File: config.mk
export PLATFORM = sky130hd
export DESIGN_NAME = lerp_pipe
export DESIGN_NICKNAME = d
export VERILOG_FILES = /design/src/rtl/lerp_pipe.sv
export SDC_FILE = /design/constraint.sdc
export NUM_CORES = 1
export LEC_CHECK = 0
export CAP_MARGIN = 15
export CELL_PAD_IN_SITES_DETAIL_PLACEMENT = 1
export CELL_PAD_IN_SITES_GLOBAL_PLACEMENT = 2
export CORE_MARGIN = 2
export CORE_UTILIZATION = 39
export DETAILED_ROUTE_END_ITERATION = 7
export DONT_BUFFER_PORTS = 1
export MAX_ROUTING_LAYER = met4
export PLACE_DENSITY = 0.84
export SKIP_CTS_REPAIR_TIMING = 1
export SLEW_MARGIN = 30
export SYNTH_ARGS = -nofsm -noshare
export SYNTH_HDL_FRONTEND = slang
export SYNTH_SLANG_ARGS = --single-unit
File: constraint.sdc
create_clock -name clk -period 4.6 [get_ports clk]
set_input_delay 0.46 -clock clk [delete_from_list [all_inputs] [get_ports clk]]
set_output_delay 0.46 -clock clk [all_outputs]
set_load 0.01 [all_outputs]
File: src/rtl/lerp_pipe.sv
`default_nettype none
// ============================================================================
//  Module      : lerp_pipe
//  Description : Three-stage pipelined fixed-point linear interpolator /
//                extrapolator. Computes p0 + round_half_up((p1-p0)*t) with
//                t in unsigned Q1.FRAC_W, saturated to the unsigned pixel
//                range. Valid/ready on both sides, single global advance.
//  Revision    : 1.0 - initial release
// ============================================================================
module lerp_pipe #(
    parameter int PX_W   = 8,
    parameter int FRAC_W = 7
) (
    input  logic              clk,
    input  logic              rst_n,
    input  logic              in_valid,
    output logic              in_ready,
    input  logic [PX_W-1:0]   p0,
    input  logic [PX_W-1:0]   p1,
    input  logic [FRAC_W:0]   frac,
    output logic              out_valid,
    input  logic              out_ready,
    output logic [PX_W-1:0]   px_out,
    output logic              sat
);

    localparam int DIFF_W = PX_W + 1;
    localparam int FEXT_W = FRAC_W + 2;
    localparam int PROD_W = DIFF_W + FEXT_W;
    localparam int SUM_W  = PX_W + 3;
    localparam logic [PROD_W-1:0] RND = PROD_W'(1) << (FRAC_W - 1);

    // Stage registers
    logic                     v1_q, v2_q, v3_q;
    logic [PX_W-1:0]          p0_s1_q, p0_s2_q;
    logic signed [DIFF_W-1:0] diff_q;
    logic [FRAC_W:0]          frac_q;
    logic signed [PROD_W-1:0] prod_q;
    logic [PX_W-1:0]          px_q;
    logic                     sat_q;

    // Combinational next-state values
    logic                     w_adv;
    logic signed [DIFF_W-1:0] diff_d;
    logic signed [PROD_W-1:0] prod_d;
    logic signed [PROD_W-1:0] w_rnd;
    logic signed [SUM_W-1:0]  w_shr;
    logic signed [SUM_W-1:0]  w_sum;
    logic [PX_W-1:0]          px_d;
    logic                     sat_d;

    // The whole pipe moves as one: it may shift whenever the output slot is
    // empty or is being drained this cycle.
    assign w_adv     = ~v3_q | out_ready;
    assign in_ready  = w_adv;
    assign out_valid = v3_q;
    assign px_out    = px_q;
    assign sat       = sat_q;

    // S1/S2/S3 arithmetic: difference, full-width product, round/shift/add/clamp
    always_comb begin
        diff_d = $signed({1'b0, p1}) - $signed({1'b0, p0});
        prod_d = PROD_W'(diff_q) * PROD_W'($signed({1'b0, frac_q}));
        w_rnd  = prod_q + $signed(RND);
        // Dropping the low FRAC_W bits of a signed value is an arithmetic shift.
        w_shr  = w_rnd[PROD_W-1:FRAC_W];
        w_sum  = $signed({{(SUM_W-PX_W){1'b0}}, p0_s2_q}) + w_shr;
        px_d   = w_sum[PX_W-1:0];
        sat_d  = 1'b0;
        if (w_sum[SUM_W-1]) begin
            px_d  = '0;
            sat_d = 1'b1;
        end else if (|w_sum[SUM_W-2:PX_W]) begin
            px_d  = '1;
            sat_d = 1'b1;
        end
    end

    // Valid bits shift on advance; reset flushes everything in flight
    always_ff @(posedge clk) begin
        if (!rst_n) begin
            v1_q <= 1'b0;
            v2_q <= 1'b0;
            v3_q <= 1'b0;
        end else if (w_adv) begin
            v1_q <= in_valid;
            v2_q <= v1_q;
            v3_q <= v2_q;
        end
    end

    // Data registers load only behind a valid bit so idle inputs never propagate
    always_ff @(posedge clk) begin
        if (w_adv && in_valid) begin
            p0_s1_q <= p0;
            diff_q  <= diff_d;
            frac_q  <= frac;
        end
        if (w_adv && v1_q) begin
            p0_s2_q <= p0_s1_q;
            prod_q  <= prod_d;
        end
    end

    // Output register: cleared on reset, held across stalls and bubbles
    always_ff @(posedge clk) begin
        if (!rst_n) begin
            px_q  <= '0;
            sat_q <= 1'b0;
        end else if (w_adv && v2_q) begin
            px_q  <= px_d;
            sat_q <= sat_d;
        end
    end

endmodule
`default_nettype wire

* Word level (Yosys, flattened, before mapping) *
Cells that the tools add are included.

cells by class
  add/subtract/negate cells = 3
  multiply operators = 1
  muxes and demuxes = 4
  bitwise operators = 2
  reductions and logical operators = 4

operator list
  operator                                       count
  adder 18 x 8 -> 18 bit, second input constant  1
  multiplier 9 x 9 -> 18 bit                     1
  2-to-1 mux 8 bit                               2
  adder 9 x 11 -> 11 bit                         1
  subtractor 8 x 8 -> 9 bit                      1
  logical AND 1 bit                              3
  2-to-1 mux 1 bit                               2
  OR reduction 2 bit                             1
  NOT 1 bit                                      1
  bitwise OR 1 bit                               1

storage, ports and cells
  flip-flop bits (word level) = 63
  output and inout port bits = 11
  logic and storage cells = 24

* Longest topological paths before layout *
  word-level depth = 5
  depth in mapped cells = 17
  depth with buffers taken out = 17

* Worst setup path before layout *
OpenSTA, ideal clock, no wires.

  path kind = reg-to-reg
  from = register frac_q[2]
  to = register prod_q[17] (data pin)
  library setup time = 260 ps
  arrival time = 4609 ps
  required time = 4340 ps
  slack = -268 ps
  cell stages (with the launch flop) = 15
  path buffers = 1
  cell sequence = edfxtp_1 clkbuf_1 and2_1 fa_1 inv_1 fa_1 fa_1 fa_1 inv_1 ha_1 and4_1 and3_1 or4_4 a21oi_2 xnor2_1

between the ends
  cells in the longest elaborated chain, start to end = 1

ends and longest elaborated chain
  element                     line  RTL
  start: declaration          37    logic [FRAC_W:0] frac_q;
  start signal: assignment    97    frac_q <= frac;
  multiplier 9 x 9 -> 18 bit  63    prod_d = PROD_W'(diff_q) * PROD_W'($signed({1'b0, frac_q}));
  named net prod_d[17]        45    logic signed [PROD_W-1:0] prod_d;
  end signal: assignment      101   prod_q <= prod_d;
  end: declaration            38    logic signed [PROD_W-1:0] prod_q;

The timed path passes the listed nets, and every way through them passes these cells.
A chain may end at the register's enable or synchronous reset.

* Final worst setup path *
  from = register frac_q[1]
  to = register prod_q[17] (data pin)

The elaborated chain is that of the path after synthesis.

==> summary.md <==
| Metric | Value |
|---|---|
| F_max | `211.6 MHz` |
| Power density over the cells | `750.1 mW/mm2` |
| Crit path DAT | `4.80 ns` |
| CP Capture Type | `register` |
| Worst path required time | `4.68 ns` |
| Crit-path cells | `buf_4 > and2_4 > fa_2 > inv_2 > fa_1 > fa_1 > fa_1 > inv_1 > ha_4 > o2bb2a_2 > o31ai_2 > and3_4 > or4_4 > a21oi_2 > xnor2_1` |
| Initial Util | `0.3967` |
| Sink Count | `57` |
| Post-Syn Nets | `680` |
| Mean routed wirelength per cell | `15.52 um` |
| Setup violators final | `3` |
| Post-synthesis cell area | `0.005485 mm2` |
| Drt drc | `0` |
| Slew Limit Fails | `0` |
| Register-to-register setup slack | `-0.13 ns` |
| Htree depth | `3` |
| Post-Syn Instances | `542` |
| Overall routing resource usage | `0.1721` |
| Clock latency on the worst-skew pair | `0.34 ns` |
| Setup WS post-layout | `-0.1261 ns` |
| Number of buffers added on ports | `0` |
| Largest net degree at the start of global routing | `26` |
| Min cycle time layout | `4.726 ns` |
| Cts bufs inserted | `9` |
| Die area | `0.01503 mm2` |
| Hold Slack | `0.2188 ns` |
| Clock Path Buffers | `2` |
| Area of the multi-input gates | `0.003591 mm2` |
| RSZ-0062 raised after global routing | `yes` |
| Drt pass-1 iters | `4` |
| Total congestion overflow | `0` |
| Crit-path leading delay family | `adder cells` |
| Synth cell types | `54` |
| Total Wirelength | `12210 um` |
| Clock transition at the registers of the reported paths | `0.06 ns` |
| Rows | `43` |
| Actual slew at the worst max-slew pin | `0.8377 ns` |
| Kind of critical path | `reg2reg` |
| Setup Slack @ Placement | `-0.2580 ns` |
| P&R area growth vs syn | `19.48%` |
| Fraction of layout cells with a size suffix above 1 | `0.2010` |
| Tcrit/Tclk final | `1.027` |
| DP Area | `0.006016 mm2` |
| Tot Pwr | `4.916 mW` |
| Seq cells post-synth | `57` |
| Synth Flop Type | `edfxtp_1` |
| Via count | `3851` |
| Antenna violations before repair | `0` |
| Final Hold Vio Count | `0` |
| Critical-path top delay cell | `fa_2` |
| EDFF count, synth | `45` |
| Fin nets | `740` |
| Failing checks | `negative setup slack` |
| Leading cell types in the layout, fill and taps excluded | `108 x inv_1, 55 x fa_1, 50 x buf_4` |
| Core area | `0.01383 mm2` |
| Post-route cell area | `0.006554 mm2` |
| Filler instances | `1531` |
| Crit path launch type | `register` |
| Register area | `0.001592 mm2` |
| CP Max Fanout | `6` |
| VDD IR max | `0.3073 mV` |
| Slowest stage delay, CP | `0.56 ns` |
| Root buffer cell | `clkbuf_16` |
| Hold Crit Class | `in2reg` |
| Detail Placement HPWL | `9988 um` |
| Iter 0 DRT Violations | `93` |
| Commonest non-fill, non-tap cell in the layout | `inv_1` |
| Warnings from Yosys | `0` |
| Last weighted congestion value of the routability-driven placer | `0.7988` |
| Ant. Diodes | `0` |
| Outcome | `finished, violations left` |
| Async SR Flop Fraction | `0` |
| I/O pin count | `39` |
| Pleak | `2.958 nW` |
| Die H | `122.6 um` |
| Mean cell area of the mapped netlist | `10.12 um2` |
| Post-synthesis sequential area ratio | `0.2901` |
| CTS tree | `built` |
| Clk_skew | `0.01042 ns` |
| WP buf/inv | `3` |
| Die width | `122.6 um` |
| Vias per cell | `4.893` |
| CP most frequent cell | `fa_1` |
| First-pass GRT wire length | `19460 um` |
| Routed Antenna Nets | `0` |
| Max-slew headroom | `0.4415` |
| Max-cap viol count | `0` |
| Number of global-route vias before repair | `4188` |
-- stage by stage --
stage,instances,utilization,TNS [ns]
finish,787,0.4740,-0.1723
global route,787,0.4740,-0.9146
CTS,770,0.4553,-1.174
detailed placement,754,0.4351,-1.042
global placement,754,0.4350,-0.5062
floorplan,542,-,0
-- metal layers --
metal  global-route usage  routed length [um]  part of all wire  vias up
li1                     -                   -                 -     1871
met3              0.03671                 300             0.025       12
met1               0.1899                5044              0.41     1915
met2               0.3122                6717              0.55       53
met4              0.04885                 149             0.012        0
met5                    -                   0                 0        -
-- sequential cells by signal (all words and copies together) (netlist names) --
name / cells
prod_q: 12
diff_q: 9
frac_q: 8
p0_s1_q: 8
p0_s2_q: 8
px_out: 8
out_valid: 1
sat: 1
v1_q: 1
v2_q: 1
-- worst reg2reg max path, stage by stage, from the launching register on --
cell,delay (ns)
edfxtp_1,0.48
buf_4,0.18
and2_4,0.16
fa_2,0.57
inv_2,0.06
fa_1,0.46
fa_1,0.48
fa_1,0.49
inv_1,0.06
ha_4,0.25
o2bb2a_2,0.25
o31ai_2,0.07
and3_4,0.19
or4_4,0.52
a21oi_2,0.16
xnor2_1,0.08
-- logic make-up (layout without fill, tap and decap cells) --
group | count (synthesis) | count (layout) | share of synthesized area
mux | 2 | 2 | 0.003650
xor+xnor | 35 | 35 | 0.05588
simple gates | 148 | 148 | 0.1451
fa+ha+maj | 110 | 110 | 0.3344
compound gates | 67 | 67 | 0.08531
flops | 57 | 57 | 0.2901
buf+inv | 123 | 188 | 0.08554
-- cell type report --
type                            instances  area share
Timing Repair Buffer                   54     0.06415
Sequential cell                        57      0.2428
Multi-Input combinational cell        362      0.5479
Tap cell                              180     0.03436
Clock inverter                          6    0.006300
Clock buffer                           10     0.03646
Inverter                              118     0.06796
-- cells in the mapped netlist, types with 5 or more instances --
master    number  share of area
and2_1        46          0.052
a221oi_1       5         0.0080
a21oi_1       21          0.019
ha_1          49           0.11
xor2_1        13          0.021
nand2_1       41          0.028
nor2_1        16          0.011
xnor2_1       22          0.035
nand3_1       10         0.0091
nor2b_1        8         0.0091
edfxtp_1      45           0.25
dfxtp_1       12          0.044
fa_1          61           0.22
inv_1        117          0.080
o21ai_0        9         0.0082
-- path summary, 6_finish.rpt --
kind,start,to,depth (start not counted)
max,frac_q[1]$_DFFE_PP_,prod_q[17]$_DFFE_PP_,15
min reg2reg,p0_s1_q[1]$_DFFE_PP_,p0_s2_q[1]$_DFFE_PP_,0
min,p0[6],p0_s1_q[6]$_DFFE_PP_,0
max reg2reg,frac_q[1]$_DFFE_PP_,prod_q[17]$_DFFE_PP_,15
-- where the power goes --
group	internal [mW]	leakage [nW]	switching [mW]	total, mW
clock	0.380	0.139	0.255	0.635
sequential	0.782	0.528	0.108	0.890
combinational	1.69	2.29	1.70	3.39
total	2.86	2.96	2.06	4.92
(Power assumes the default switching activity.)
